--- config.mk ---
export PLATFORM = sky130hd
export DESIGN_NAME = fifo_axis_egress
export DESIGN_NICKNAME = d
export VERILOG_FILES = /design/src/rtl/fifo_egress_pkg.sv /design/src/rtl/axis_skid_buf.sv /design/src/rtl/fifo_axis_egress.sv
export SDC_FILE = /design/constraint.sdc
export NUM_CORES = 1
export LEC_CHECK = 0
export CORE_ASPECT_RATIO = 0.5
export CORE_MARGIN = 2
export CORE_UTILIZATION = 25
export CTS_CLUSTER_SIZE = 10
export DETAILED_ROUTE_END_ITERATION = 7
export MAX_ROUTING_LAYER = met4
export SLEW_MARGIN = 15
export SYNTH_ARGS = -nofsm -noshare
export SYNTH_HDL_FRONTEND = slang
export SYNTH_HIERARCHICAL = 1
export SYNTH_SLANG_ARGS = --single-unit
--- constraint.sdc ---
create_clock -name clk -period 3.7 [get_ports clk]
set_input_delay 0.37 -clock clk [delete_from_list [all_inputs] [get_ports clk]]
set_output_delay 0.37 -clock clk [all_outputs]
set_load 0.02 [all_outputs]
--- src/rtl/fifo_egress_pkg.sv ---
// Shared types and default widths for the FIFO-to-AXI4-Stream egress stage.
package fifo_egress_pkg;
  typedef enum logic [1:0] {IDLE = 2'd0, BURST = 2'd1, FLUSH = 2'd2} egress_state_t;
  localparam int BLEN_W_DEF = 8;
  localparam int TMO_W_DEF  = 16;
endpackage

--- src/rtl/axis_skid_buf.sv ---
// Two-entry valid/ready buffer. in_space reports the entries still free once this
// cycle's push and drain have been applied, so a registered producer can act on it.
module axis_skid_buf #(
  parameter int W = 9
) (
  input  logic         clk,
  input  logic         rst_n,
  input  logic         sync_rst_n,
  input  logic         in_valid,
  input  logic [W-1:0] in_data,
  output logic [1:0]   in_space,
  output logic         out_valid,
  output logic [W-1:0] out_data,
  input  logic         out_ready
);
  logic [1:0]   occ_q, occ_d;
  logic [W-1:0] ent0_q, ent0_d, ent1_q, ent1_d;
  logic         drain;

  assign out_valid = (occ_q != 2'd0);
  assign out_data  = ent0_q;
  assign drain     = out_valid & out_ready;
  assign in_space  = 2'd2 - occ_d;

  always_comb begin
    occ_d  = occ_q;
    ent0_d = ent0_q;
    ent1_d = ent1_q;
    case ({in_valid, drain})
      2'b11: begin
        if (occ_q == 2'd2) begin
          ent0_d = ent1_q;
          ent1_d = in_data;
        end else begin
          ent0_d = in_data;
        end
      end
      2'b01: begin
        ent0_d = ent1_q;
        occ_d  = occ_q - 2'd1;
      end
      2'b10: begin
        if (occ_q == 2'd0) ent0_d = in_data;
        else               ent1_d = in_data;
        occ_d = occ_q + 2'd1;
      end
      default: ;
    endcase
  end

  always_ff @(posedge clk or negedge rst_n) begin
    if (!rst_n) begin
      occ_q  <= 2'd0;
      ent0_q <= '0;
      ent1_q <= '0;
    end else if (!sync_rst_n) begin
      occ_q  <= 2'd0;
      ent0_q <= '0;
      ent1_q <= '0;
    end else begin
      occ_q  <= occ_d;
      ent0_q <= ent0_d;
      ent1_q <= ent1_d;
    end
  end
endmodule

--- src/rtl/fifo_axis_egress.sv ---
// Drains a shifting FIFO into AXI4-Stream bursts, started by the FIFO watermark
// or by an idle timeout (single-beat flush). Pop is registered; beats go through a skid buffer.
module fifo_axis_egress
  import fifo_egress_pkg::*;
#(
  parameter int WIDTH  = 8,
  parameter int BLEN_W = BLEN_W_DEF,
  parameter int TMO_W  = TMO_W_DEF
) (
  input  logic              clk,
  input  logic              rst_n,
  input  logic              sync_rst_n,
  input  logic              cfg_enable,
  input  logic [BLEN_W-1:0] cfg_burst_len,
  input  logic [TMO_W-1:0]  cfg_timeout,
  input  logic              fifo_data_valid,
  input  logic [WIDTH-1:0]  fifo_pop_data,
  input  logic              fifo_watermark,
  output logic              fifo_pop,
  output logic              m_tvalid,
  output logic [WIDTH-1:0]  m_tdata,
  output logic              m_tlast,
  input  logic              m_tready,
  output logic              burst_active
);
  egress_state_t     state_q, state_d;
  logic [BLEN_W-1:0] beats_q, beats_d, blen_eff;
  logic [TMO_W-1:0]  idle_q, idle_d;
  logic              pop_q, pop_d, last_q, last_d;
  logic              issue;
  logic [1:0]        space;
  logic [WIDTH:0]    skid_out;

  assign blen_eff     = (cfg_burst_len == '0) ? BLEN_W'(1) : cfg_burst_len;
  assign fifo_pop     = pop_q;
  assign burst_active = (state_q != IDLE);
  assign m_tlast      = skid_out[WIDTH];
  assign m_tdata      = skid_out[WIDTH-1:0];

  always_comb begin
    state_d = state_q;
    beats_d = beats_q;
    idle_d  = idle_q;
    issue   = fifo_data_valid && (state_q != IDLE) && (beats_q != '0) && (space != 2'd0);
    if (issue) beats_d = beats_q - BLEN_W'(1);
    case (state_q)
      // While a pop is still in flight the FIFO watermark/valid are one entry stale.
      IDLE: if (!pop_q && cfg_enable) begin
        if (fifo_watermark) begin
          state_d = BURST;
          beats_d = blen_eff;
        end else if (fifo_data_valid && (idle_q >= cfg_timeout)) begin
          state_d = FLUSH;
          beats_d = BLEN_W'(1);
        end
      end
      BURST:   if (issue && (beats_q == BLEN_W'(1))) state_d = IDLE;
      FLUSH:   if (issue) state_d = IDLE;
      default: state_d = IDLE;
    endcase
    if ((state_q != IDLE) || (state_d != IDLE) || !fifo_data_valid) idle_d = '0;
    else if (cfg_enable && (idle_q != '1))                          idle_d = idle_q + TMO_W'(1);
    pop_d  = issue;
    last_d = issue && (beats_q == BLEN_W'(1));
  end

  always_ff @(posedge clk or negedge rst_n) begin
    if (!rst_n) begin
      state_q <= IDLE;
      beats_q <= '0;
      idle_q  <= '0;
      pop_q   <= 1'b0;
      last_q  <= 1'b0;
    end else if (!sync_rst_n) begin
      state_q <= IDLE;
      beats_q <= '0;
      idle_q  <= '0;
      pop_q   <= 1'b0;
      last_q  <= 1'b0;
    end else begin
      state_q <= state_d;
      beats_q <= beats_d;
      idle_q  <= idle_d;
      pop_q   <= pop_d;
      last_q  <= last_d;
    end
  end

  axis_skid_buf #(.W(WIDTH + 1)) u_skid (
    .clk        (clk),
    .rst_n      (rst_n),
    .sync_rst_n (sync_rst_n),
    .in_valid   (pop_q),
    .in_data    ({last_q, fifo_pop_data}),
    .in_space   (space),
    .out_valid  (m_tvalid),
    .out_data   (skid_out),
    .out_ready  (m_tready)
  );
endmodule

==> reports/qor.txt <==
Min Tclk post-route: 2.81 ns
1st-iter DRT viols: 172
Die width: 165 µm
CTS H-tree depth: 2
Syn nets: 417
Fraction of layout cells with a size suffix above 1: 6.19%
Synth cell count leaders: 48 x dfrtp_1, 41 x inv_1, 32 x nand2_1, 26 x nor2_1, 24 x ha_1
Largest net degree at the start of global routing: 26
Yosys reg bits: 48
Setup repair bufs after CTS: 0
CTS Root Cell: clkbuf_16
Die Ht: 84.4 µm
DR top layer: met4
Routability Congestion: 0.836
Clock Sinks: 48
Routed wire length: 7.47 mm
Data required time of the worst path: 3.91 ns
Mean Syn Cell Area: 9.12 µm²
Pint: 1.23 mW
Fin nets: 466
R2r worst-path depth: 12
Max clock buf depth: 2
Met3 routed WL: 252 µm
Worst r2r src: u_skid/occ_q[0]$_DFF_PN0_
Detailed-placement wirelength estimate: 5.48 mm
Non-Filler Cell Area, Final: 4090 µm²
DR WL/cell: 13.0 µm
Core area: 12600 µm²
Area post-placement: 3910 µm²
Post-synth EDFFs: 0
RSZ-0062 raised after global routing: false
GRT Util Overall: 11.5%
Crit path DAT: 3.02 ns
Met2 wire length: 3.40 mm
CTS tree: built
Num CTS Buffers: 5
Final period utilization: 76.0%
Total Power: 1.80 mW
Flop pwr share: 34.2%
Crit start category: register
Die area: 13900 µm²
Post-DRT Antenna Nets: 0
DRC: 0
Area grow syn2layout: 26.7%
Post-synth top area cell: dfrtp_1
Pins Over Slew Limit: 0
Clk slew on worst S/H paths: 0.07 ns
Final setup viols: 0
Post-Route Utilization: 32.4%
Synth Cell Area: 3230 µm²
Async set-reset flop share out of synthesis: 100%
Crit Path Class: register to register
Clock share of power: 30.8%
Yosys Warn Count: 6
M1 wire length: 3.74 mm
Synth area leaders: dfrtp_1 37%, ha_1 9.3%, inv_1 4.8%
Power share of the combinational group: 35.1%
Hold Crit Class: input pin to asynchronous set/reset pin
Tightest Pin Transition: 0.756 ns
Initial Utilization: 25.6%
Vias per inst: 4.68
Vias in the first global route: 2663
Worst r2r dst: beats_q[6]$_DFF_PN0_
Worst Path Max Fanout: 12
Antenna cells: 0
IO buf count: 50
Post-CTS Hold Buffers: 0
Via count: 2688
Dominant synthesized flop cell: dfrtp_1
Max Cap Viol: 0
Slew headroom: 49.5%
Net Sw Power: 574 µW
Share of Yosys cell area claimed by the top area cell type: 37.2%
Count leader, synth: dfrtp_1
Distinct cells, synth: 52
Mapped Cells: 354
Fmax achieved: 0.356 GHz
VDD IR max: 0.000207 V
1st-pass router iterations: 4
# IOs: 51
Total gr overflow: 0
Core Rows: 29
Outcome: complete, no violations
Setup tns final: 0 ns
Worst-Skew Late Latency: 0.29 ns
Reg2reg setup slack: 0.89 ns
Hold Vio Cnt, Final: 0
Sequential-to-total area share from yosys stat: 37.2%
Initial antenna violation count: 0
PD cells: 441 nW/µm²
Skew final: 0.00715 ns
Pleak: 1.80 nW
Post-CTS resize count: 0
First-pass GRT wire length: 12.7 mm
Worst setup EP type: register
Switching Fraction: 31.8%
Post-route worst hold slack: 0.0864 ns
-- registers in the layout, indices dropped and copies added, names as in the netlist --
name,flops
last_q,1
u_skid/out_data,9
idle_q,16
u_skid/occ_q,2
beats_q,8
fifo_pop,1
u_skid/ent1_q,9
state_q,2
-- worst max-delay path, cell delays in order (launching register included) --
cell and delay, ns:
dfrtp_1 0.38, or2_4 0.26, nand2_1 0.12, ha_1 0.45
mux2i_1 0.15, xor2_1 0.16, o221ai_1 0.14, a21oi_1 0.14
buf_4 0.19, nand4b_1 0.13, xor2_1 0.17, or3_1 0.31
a21oi_1 0.12
-- layout by cell type, fill, tap and decap left out, drive strengths merged, types with 6 or more instances in the layout --
cell type	count
mux2i	12
inv	41
nor2	26
dfrtp	48
a221o	9
o211ai	9
xor2	17
o21ai	7
and3	6
buf	6
ha	24
nand3	10
or3	7
clkbuf	7
clkdlybuf4s50	49
a32o	9
nand4	6
a21oi	19
nand3b	11
nand2	32
-- worst max-delay path by stage --
stage / from / to / slack [ns] / cells past startpoint
3_5_place_dp: m_tready / beats_q[6]$_DFF_PN0_ / 0.76 / 12
2_1_floorplan: u_skid/occ_q[0]$_DFF_PN0_ / beats_q[7]$_DFF_PN0_ / 0.84 / 13
3_3_place_gp: m_tready / beats_q[6]$_DFF_PN0_ / 0.80 / 12
4_1_cts: u_skid/occ_q[0]$_DFF_PN0_ / beats_q[6]$_DFF_PN0_ / 0.91 / 12
6_report: u_skid/occ_q[0]$_DFF_PN0_ / beats_q[6]$_DFF_PN0_ / 0.89 / 12
5_1_grt: u_skid/occ_q[1]$_DFF_PN0_ / beats_q[3]$_DFF_PN0_ / 0.67 / 12
-- metal layers --
layer,vias to the layer above,GRT usage (%)
met5,-,-
met4,0,2.77
met3,7,2.08
met2,33,18.0
met1,1296,15.6
li1,1352,-
-- power groups by stage --
stage / clock, mW / combinational, mW / sequential [mW]
final: 0.555 / 0.633 / 0.616
after global routing: 0.584 / 0.694 / 0.624
after global placement: 0 / 0.632 / 0.627
after detailed placement: 0 / 0.631 / 0.627
after CTS: 0.567 / 0.632 / 0.617
after floorplan: 0 / 0.378 / 0.656
-- cells by family (layout without fill, tap and decap cells) --
logic type | count (synthesis) | in the layout | share of synthesized area [%]
and+or+nand+nor | 122 | 122 | 19.9
AOI/OAI and AO/OA | 72 | 72 | 17.2
buffers and inverters | 55 | 105 | 6.94
DFF | 48 | 48 | 37.2
adders and majority gates | 24 | 24 | 9.30
xor gates and xnor gates | 21 | 21 | 5.70
muxes | 12 | 12 | 3.72
-- stage by stage --
stage                     worst slack (ns)  std cells
after floorplan                      0.843        354
after global placement               0.803        566
after detailed placement             0.764        566
after CTS                            0.914        574
after global routing                 0.669        574
final                                0.889        574
-- area by class of cell --
cell class              count  area (µm²)
clock inverters             1        30.0
multi-input cells         251        1800
clock buffers               7         153
fillers                  1304        8540
well taps                 170         213
repair buffers             55         533
inverters                  42         158
flip-flops and latches     48        1200
Power figures use the tool's default switching activity.
